[src/rtl/paquete_filtros.sv]
// Shared definitions for the image filtering pipeline: FSM states,
// image-dimension defaults and a width helper.
package paquete_filtros;

   typedef enum logic [1:0] {
      REPOSO  = 2'd0,
      LECTURA = 2'd1,
      DRENAJE = 2'd2,
      FIN     = 2'd3
   } estado_t;

   localparam int BITS_PIXEL_DEF     = 8;
   localparam int ANCHO_IMAGEN_DEF   = 640;
   localparam int ALTO_IMAGEN_DEF    = 480;
   localparam int BITS_DIRECCION_DEF = 19;
   localparam int TAM_VENTANA_DEF    = 5;

   // Bits needed to hold values 0..valor-1, never less than one.
   function automatic int bits_para(input int valor);
      int b = 1;
      while ((1 << b) < valor) b++;
      return b;
   endfunction

endpackage

[src/rtl/fifo_salida_2.sv]
// Two-entry output FIFO that decouples the pixel memory from the downstream
// window generator; head entry is exposed combinationally on data_out.
module fifo_salida_2
   import paquete_filtros::*;
#(
   parameter int BITS_PIXEL = BITS_PIXEL_DEF
) (
   input  logic                  clk,
   input  logic                  reset,
   input  logic                  push,
   input  logic                  pop,
   input  logic [BITS_PIXEL-1:0] data_in,
   output logic [BITS_PIXEL-1:0] data_out,
   output logic [1:0]            count,
   output logic                  empty
);

   logic [BITS_PIXEL-1:0] r_mem [2];
   logic                  r_ptr_esc;
   logic                  r_ptr_lec;
   logic [1:0]            r_cuenta;
   logic                  w_push;
   logic                  w_pop;

   assign w_push   = push && (r_cuenta != 2'd2);
   assign w_pop    = pop && (r_cuenta != 2'd0);
   assign data_out = r_mem[r_ptr_lec];
   assign count    = r_cuenta;
   assign empty    = (r_cuenta == 2'd0);

   always_ff @(posedge clk or posedge reset) begin
      if (reset) begin
         r_mem[0]  <= '0;
         r_mem[1]  <= '0;
         r_ptr_esc <= 1'b0;
         r_ptr_lec <= 1'b0;
         r_cuenta  <= 2'd0;
      end else begin
         if (w_push) begin
            r_mem[r_ptr_esc] <= data_in;
            r_ptr_esc        <= ~r_ptr_esc;
         end
         if (w_pop) begin
            r_ptr_lec <= ~r_ptr_lec;
         end
         case ({w_push, w_pop})
            2'b10:   r_cuenta <= r_cuenta + 2'd1;
            2'b01:   r_cuenta <= r_cuenta - 2'd1;
            default: r_cuenta <= r_cuenta;
         endcase
      end
   end

endmodule

[src/rtl/emisor_pixeles.sv]
// Streams one frame in raster order from a 1-cycle-latency pixel memory to
// the 5x5 window generator, flagging pixels that complete a full window.
module emisor_pixeles
   import paquete_filtros::*;
#(
   parameter int BITS_PIXEL     = BITS_PIXEL_DEF,
   parameter int ANCHO_IMAGEN   = ANCHO_IMAGEN_DEF,
   parameter int ALTO_IMAGEN    = ALTO_IMAGEN_DEF,
   parameter int BITS_DIRECCION = BITS_DIRECCION_DEF,
   parameter int TAM_VENTANA    = TAM_VENTANA_DEF
) (
   input  logic                      clk,
   input  logic                      reset,
   input  logic                      iniciar,
   output logic                      mem_lectura,
   output logic [BITS_DIRECCION-1:0] mem_direccion,
   input  logic [BITS_PIXEL-1:0]     mem_dato,
   input  logic                      listo_sig,
   output logic [BITS_PIXEL-1:0]     pixel_salida,
   output logic                      pixel_valido,
   output logic                      ventana_valida,
   output logic                      ocupado,
   output logic                      fin
);

   localparam int TOTAL_PIXELES = ANCHO_IMAGEN * ALTO_IMAGEN;
   localparam int BITS_COL      = bits_para(ANCHO_IMAGEN);
   localparam int BITS_FILA     = bits_para(ALTO_IMAGEN);

   estado_t                   r_estado;
   logic [BITS_DIRECCION-1:0] r_direccion;
   logic [BITS_COL-1:0]       r_col_sal;
   logic [BITS_FILA-1:0]      r_fila_sal;
   logic                      r_en_vuelo;
   logic                      r_fin;
   logic                      r_ocupado;

   logic [1:0]                w_cuenta_fifo;
   logic                      w_fifo_vacia;
   logic                      w_transferencia;
   logic [2:0]                w_ocupacion;
   logic                      w_lectura;
   logic                      w_ultima_dir;

   fifo_salida_2 #(
      .BITS_PIXEL (BITS_PIXEL)
   ) u_fifo (
      .clk      (clk),
      .reset    (reset),
      .push     (r_en_vuelo),
      .pop      (w_transferencia),
      .data_in  (mem_dato),
      .data_out (pixel_salida),
      .count    (w_cuenta_fifo),
      .empty    (w_fifo_vacia)
   );

   assign pixel_valido    = ~w_fifo_vacia;
   assign w_transferencia = pixel_valido && listo_sig;

   // Slots already committed (stored plus in flight), minus the one leaving now.
   assign w_ocupacion  = {1'b0, w_cuenta_fifo} + {2'b00, r_en_vuelo} - {2'b00, w_transferencia};
   assign w_lectura    = (r_estado == LECTURA) && (w_ocupacion < 3'd2);
   assign w_ultima_dir = (r_direccion == BITS_DIRECCION'(TOTAL_PIXELES - 1));

   assign mem_lectura    = w_lectura;
   assign mem_direccion  = r_direccion;
   assign ventana_valida = pixel_valido
                           && (r_col_sal  >= BITS_COL'(TAM_VENTANA - 1))
                           && (r_fila_sal >= BITS_FILA'(TAM_VENTANA - 1));
   assign ocupado        = r_ocupado;
   assign fin            = r_fin;

   always_ff @(posedge clk or posedge reset) begin
      if (reset) begin
         r_estado    <= REPOSO;
         r_direccion <= '0;
         r_col_sal   <= '0;
         r_fila_sal  <= '0;
         r_en_vuelo  <= 1'b0;
         r_fin       <= 1'b0;
         r_ocupado   <= 1'b0;
      end else begin
         r_en_vuelo <= w_lectura;
         r_fin      <= 1'b0;

         if (w_transferencia) begin
            if (r_col_sal == BITS_COL'(ANCHO_IMAGEN - 1)) begin
               r_col_sal <= '0;
               if (r_fila_sal == BITS_FILA'(ALTO_IMAGEN - 1)) begin
                  r_fila_sal <= '0;
               end else begin
                  r_fila_sal <= r_fila_sal + BITS_FILA'(1);
               end
            end else begin
               r_col_sal <= r_col_sal + BITS_COL'(1);
            end
         end

         case (r_estado)
            REPOSO: begin
               if (iniciar) begin
                  r_estado    <= LECTURA;
                  r_ocupado   <= 1'b1;
                  r_direccion <= '0;
                  r_col_sal   <= '0;
                  r_fila_sal  <= '0;
               end
            end
            LECTURA: begin
               // The address register holds the last address once it has been issued.
               if (w_lectura) begin
                  if (w_ultima_dir) begin
                     r_estado <= DRENAJE;
                  end else begin
                     r_direccion <= r_direccion + BITS_DIRECCION'(1);
                  end
               end
            end
            DRENAJE: begin
               if (w_fifo_vacia && !r_en_vuelo) begin
                  r_estado <= FIN;
                  r_fin    <= 1'b1;
               end
            end
            FIN: begin
               r_estado  <= REPOSO;
               r_ocupado <= 1'b0;
            end
            default: begin
               r_estado  <= REPOSO;
               r_ocupado <= 1'b0;
            end
         endcase
      end
   end

endmodule

[config.mk]
export PLATFORM = sky130hd
export DESIGN_NAME = emisor_pixeles
export DESIGN_NICKNAME = d
export VERILOG_FILES = /design/src/rtl/paquete_filtros.sv /design/src/rtl/fifo_salida_2.sv /design/src/rtl/emisor_pixeles.sv
export SDC_FILE = /design/constraint.sdc
export NUM_CORES = 1
export LEC_CHECK = 0
export ABC_CLOCK_PERIOD_IN_PS = 2950
export CELL_PAD_IN_SITES_DETAIL_PLACEMENT = 0
export CELL_PAD_IN_SITES_GLOBAL_PLACEMENT = 1
export CORE_MARGIN = 4
export CORE_UTILIZATION = 45
export CTS_BUF_LIST = sky130_fd_sc_hd__clkbuf_16
export DETAILED_ROUTE_END_ITERATION = 16
export DONT_BUFFER_PORTS = 1
export GPL_TIMING_DRIVEN = 0
export PLACE_DENSITY = 0.86
export SLEW_MARGIN = 10
export SYNTH_ARGS = -nofsm -noshare
export SYNTH_HDL_FRONTEND = slang
export SYNTH_SLANG_ARGS = --single-unit
[constraint.sdc]
create_clock -name clk -period 2.95 [get_ports clk]
set_input_delay 0.295 -clock clk [delete_from_list [all_inputs] [get_ports clk]]
set_output_delay 0.295 -clock clk [all_outputs]
set_load 0.02 [all_outputs]
Word level (Yosys, flattened, before mapping)
Index checks and enable logic that the tools add are counted.

Word-level logic and storage cells: 91. Output and inout bits: 32. Bits in registers: 63.

Add/subtract/negate cells: 7. Equal/unequal tests: 14. Mux-type cells: 29. Reductions and logical operators: 18. Magnitude comparators: 6. Bitwise logic cells: 5.

Operators by type and width (count): $mux W19 (3); $mux W9 (5); $mux W10 (4); $pmux W19 S2 (1); $mux W8 (4); $add A19 B1 Y19 const B (1); $eq A19 B19 Y1 const B (1); $bwmux W16 (1); $ne A2 B2 Y1 const B (6); $add A10 B1 Y10 const B (1); $eq A10 B10 Y1 const B (1); $ge A10 B3 Y1 const B (1); $add A9 B1 Y9 const B (1); $eq A9 B9 Y1 const B (1); $ge A9 B3 Y1 const B (1); $demux W8 S1 (1); $logic_and A1 B1 Y1 (8); $mux W2 (4); $pmux W2 S4 (1); $reduce_and A4 Y1 (2); $reduce_bool A2 Y1 (4); $eq A2 B2 Y1 const B (3); $eq A2 B1 Y1 const B (2); $ge A2 B2 Y1 const B (2); 14 further kinds (20).

Longest topological paths before layout
Depth after elaboration: 8. Gate-level depth with buffers: 12. Mapped depth without buffers: 11.

Hierarchy
A second synthesis with hierarchy kept.

Cell total of the unflattened synthesis: 330. Area total of the unflattened synthesis: 3473.3 µm².

Modules (own cells, without submodules): emisor_pixeles (cells an instance 270, area each 2542.4 µm², times used 1, seq. area each 1076.0 µm²); fifo_salida_2 (cells an instance 60, area each 930.9 µm², times used 1, seq. area each 500.5 µm²).

Worst setup path before layout
OpenSTA, ideal clock, no wires.

Path type: reg2reg. From: register u_fifo.r_cuenta[1], in the netlist u_fifo.count[1]. To: register r_direccion[9], in the netlist mem_direccion[9]. Cell stages (with the launch flop): 13. Clock period less this slack: 3263 ps. Required time: 2872 ps. Path slack: -313 ps. Buffers on the path: 1. Library setup time: 78 ps. Data arrival time: 3185 ps. Cell sequence: dfrtp_1 > or2_2 > buf_2 > nand2_1 > inv_1 > ha_1 > nand2b_1 > fa_1 > xnor2_2 > nand3_2 > or3_4 > or4_1 > a21oi_1.

Longest elaborated chain between the ends: 8. Elaborated cells on any way between the ends: 9. Classes of those cells: 2 x add/sub; 1 x order compare; 1 x eq/ne; 1 x bitwise; 4 x reduce/logical.

RTL lines: from (decl) (RTL line fifo_salida_2.sv:21) `logic [1:0] r_cuenta;`; from (signal assigned) (RTL line fifo_salida_2.sv:47) `2'b10: r_cuenta <= r_cuenta + 2'd1;`; from (signal assigned) (RTL line fifo_salida_2.sv:48) `2'b01: r_cuenta <= r_cuenta - 2'd1;`; from (signal assigned) (RTL line fifo_salida_2.sv:49) `default: r_cuenta <= r_cuenta;`; $logic_not A2 Y1 (RTL line fifo_salida_2.sv:29) `assign empty = (r_cuenta == 2'd0);`; $not A1 Y1 (RTL line emisor_pixeles.sv:58) `assign pixel_valido = ~w_fifo_vacia;`; named net pixel_valido (RTL line emisor_pixeles.sv:20) `output logic pixel_valido,`; $logic_and A1 B1 Y1 (RTL line emisor_pixeles.sv:59) `assign w_transferencia = pixel_valido && listo_sig;`; $sub A3 B1 Y3 (RTL line emisor_pixeles.sv:62) `assign w_ocupacion = {1'b0, w_cuenta_fifo} + {2'b00, r_en_vuelo} - {2'b00, w_transferencia};`; $lt A3 B2 Y1 (RTL line emisor_pixeles.sv:63) `assign w_lectura = (r_estado == LECTURA) && (w_ocupacion < 3'd2);`; $logic_and A1 B1 Y1 (RTL line emisor_pixeles.sv:63); $ne A2 B2 Y1 (no line); $reduce_and A4 Y1 (no line); to (signal assigned) (RTL line emisor_pixeles.sv:116) `r_direccion <= r_direccion + BITS_DIRECCION'(1);`; to (decl) (RTL line emisor_pixeles.sv:31) `logic [BITS_DIRECCION-1:0] r_direccion;`.

The timed path passes the listed nets, and every way through them passes these cells. A chain may end at the register's enable or synchronous reset.

Worst setup path in the final report
From: register u_fifo.r_cuenta[1], in the netlist u_fifo.count[1]. To: register r_direccion[7], in the netlist mem_direccion[7].

The elaborated chain is that of the path after synthesis.

==> results.toml <==
[placement]
io_buffer_count = 0
hpwlAfterDp_um = 4770
dp_cells = 432
place_congestion = 0.779

[worst_setup_path]
cp-start-kind = "flip-flop"
cp_data_arrival_time_ps = 3190
worstSetupPathType = "flip-flop to flip-flop"
cp_max_fo = 6
critPathCaptureType = "flip-flop"
worst_ep_required_time_ps = 3210

[global_route]
grt_pass1_wl_um = 11900
grt_pass1_vias = 2522
grt_max_degree = 64
antenna_found_initial = 0
gr-total-overflow = 0
groute.usage.overall_pct = 16.9

[final_layout]
utilization_pct = 54.6
num_antenna_cells = 0
fillerInstances = 681
fin_nets = 378
fin_cells = 458
area_growth_pct = 17.8
drive_above_1_share_pct = 22.0

[power_and_ir_drop]
p_leak_nw = 1.74
comb_power_share_pct = 36.7
switching_share_pct = 35.2
peakVddDrop_mv = 0.646
p_clk_share_pct = 29.1
power.internal_w = 0.00255
power_switching_w = 0.00139
seqPwrFrac_pct = 34.1
power_density_mw_per_mm2 = 989

[sta]
slew_viol_final = 0
skew_ps = 7.20
maxSlewHeadroom_pct = 46.2
hold_viol_final = 28
period_minus_slack_ps = 2920
fmax_mhz = 342
tightest_slew_ps = 800
rsz0062_at_grt = "yes"
report.final.setup_viol = 0
whs_ps = -18.0
fin_crit_sh_pct = 99.1

[clock_tree]
clock-sinks = 63
clk_latency_ps = 330
cts_tree = "yes"
root_buffer = "clkbuf_16"
cts.reportedPaths.clkPinSlew_ps = 60
htreeDepth = 3
holdBufCountCts = 0
cts_buffer_depth = 2
cts_inserted_buffers = 9

[die]
rows = 31
start_util_pct = 46.4
dieArea_mm2 = 0.00896
die_w_um = 94.7
core-area_mm2 = 0.00729
ios = 44
dieHeight_um = 94.7

[synthesis]
syn_avg_cell_area_um2 = 10.2
ys.flop_type = "dfrtp_1"
yosys-top-cells-count = "63 x dfrtp_1, 36 x nand2_1, 31 x nor2_1"
synth_warnings = 0
synth_edf_count = 0
async_flop_share_pct = 100
synth_top_area_cell = "dfrtp_1"
synth-seq-cells = 63
ys_seq_area_share_pct = 46.6
ys_types = 53
netlist.area_leader.share_pct = 46.6
syn_nets = 357
netlist_area_mm2 = 0.00338
synthCells = 333
ys_top_cells_by_area = "dfrtp_1 47%, mux2_2 8.3%, ha_1 4.1%, nand2_1 4.0%, nor2_1 3.4%"
synth.most_common_cell = "dfrtp_1"

[routing]
via_count = 2577
vias_per_cell = 5.63
routed_wl_um = 7060
drc = 0
firstDrtPassIters = 4
wl_per_cell_um = 15.4
postRouteAntennaNets = 0
drtIter0Drc = 189

[worst_hold_path]
hp-class = "primary input to asynchronous set/reset pin"

[run]
drv_cap = 0

[status]
status = "finished with violations"
violations = "negative hold slack"
final cells by class:
type                            count  area (µm²)  area share (%)
Inverter                           15        58.8            1.48
Clock inverter                      7        96.3            2.42
Buffer                             10        68.8            1.73
Timing Repair Buffer               10        75.1            1.89
Sequential cell                    63        1580            39.7
Tap cell                           99         124            3.11
Clock buffer                        9         225            5.66
Multi-Input combinational cell    245        1750            44.1
worst paths after layout:
path	slack, ps	cells after the start	start	to
max	30	12	u_fifo.count[1]$_DFFE_PP0P_	mem_direccion[7]$_DFFE_PP0P_
min	-20	1	reset	u_fifo.r_mem[13]$_DFFE_PP0P_
max reg2reg	30	12	u_fifo.count[1]$_DFFE_PP0P_	mem_direccion[7]$_DFFE_PP0P_
min reg2reg	500	1	u_fifo.r_ptr_esc$_DFFE_PP0P_	u_fifo.r_ptr_esc$_DFFE_PP0P_
max in group asynchronous	2420	1	reset	u_fifo.count[1]$_DFFE_PP0P_
min in group clk	110	1	mem_dato[5]	u_fifo.r_mem[5]$_DFFE_PP0P_
worst max-delay path: stages, from the launching register on:
cell and delay, ps:
dfrtp_2 410, or2_4 260, buf_8 140, nand2_4 60
inv_2 40, ha_4 200, nand2b_4 130, fa_2 380
xnor2_4 210, nand3_2 120, or3_4 370, or4_4 420
a21oi_2 120
cells by family (layout without fill, tap and decap cells):
logic type	Yosys count	count (layout)	synth area share, %
AOI/OAI and AO/OA	45	45	8.51
xor gates and xnor gates	19	19	5.14
adders and majority gates	12	12	4.66
buffers and inverters	25	51	3.40
DFF	63	63	46.6
muxes	31	31	10.1
and+or+nand+nor	138	138	21.5
state kept, by name, indices dropped and copies added, names as in the netlist:
register / count
fin: 1
mem_direccion: 19
ocupado: 1
r_col_sal: 10
r_en_vuelo: 1
r_estado: 2
r_fila_sal: 9
u_fifo.count: 2
u_fifo.r_mem: 16
u_fifo.r_ptr_esc: 1
u_fifo.r_ptr_lec: 1
layout by cell type, fill, tap and decap left out, types with 6 or more instances in the layout:
| master | count |
|---|---|
| a21oi_1 | 14 |
| buf_4 | 10 |
| clkbuf_16 | 9 |
| dfrtp_1 | 61 |
| ha_1 | 10 |
| inv_1 | 12 |
| mux2_2 | 25 |
| mux2i_1 | 6 |
| nand2_1 | 34 |
| nand3_1 | 12 |
| nand4_1 | 13 |
| nor2_1 | 31 |
| nor4_1 | 6 |
| o21ai_0 | 12 |
| xnor2_1 | 9 |
| xor2_1 | 9 |
stage by stage:
stage                     setup slack, ps  setup TNS (ps)  hold slack, ps  area (µm²)  total power [W]
after global routing                -93.0            -312            55.9        3980          0.00417
after global placement               -169            -916             447        3540          0.00248
after detailed placement             -211           -1360             370        3540          0.00254
final                                25.3               0           -18.0        3980          0.00394
after floorplan                     -9.04           -18.1             446        3410          0.00230
after CTS                            28.2               0            23.0        3950          0.00390
layer usage:
layer	track usage, %	share of wire (%)	vias up
met4	6.97	2.0	0
met3	5.26	5.8	13
li1	-	-	1237
met2	27.2	49	57
met1	21.1	44	1270
met5	0	0	-
power groups by stage:
stage                     Sequential [W]  Combinational (W)  Clock [W]
final                            0.00134            0.00145    0.00115
after global routing             0.00138            0.00159    0.00121
after CTS                        0.00134            0.00139    0.00116
after detailed placement         0.00137            0.00116          0
after global placement           0.00135            0.00112          0
after floorplan                  0.00131           0.000989          0
timing repair:
item,4_1_cts,5_1_grt
gates resized for setup,5,5
buffers inserted,9,1
setup endpoints to repair,13,11
cloned,0,0
pin swaps,3,5
No activity file was read; power rests on OpenSTA's default activity.
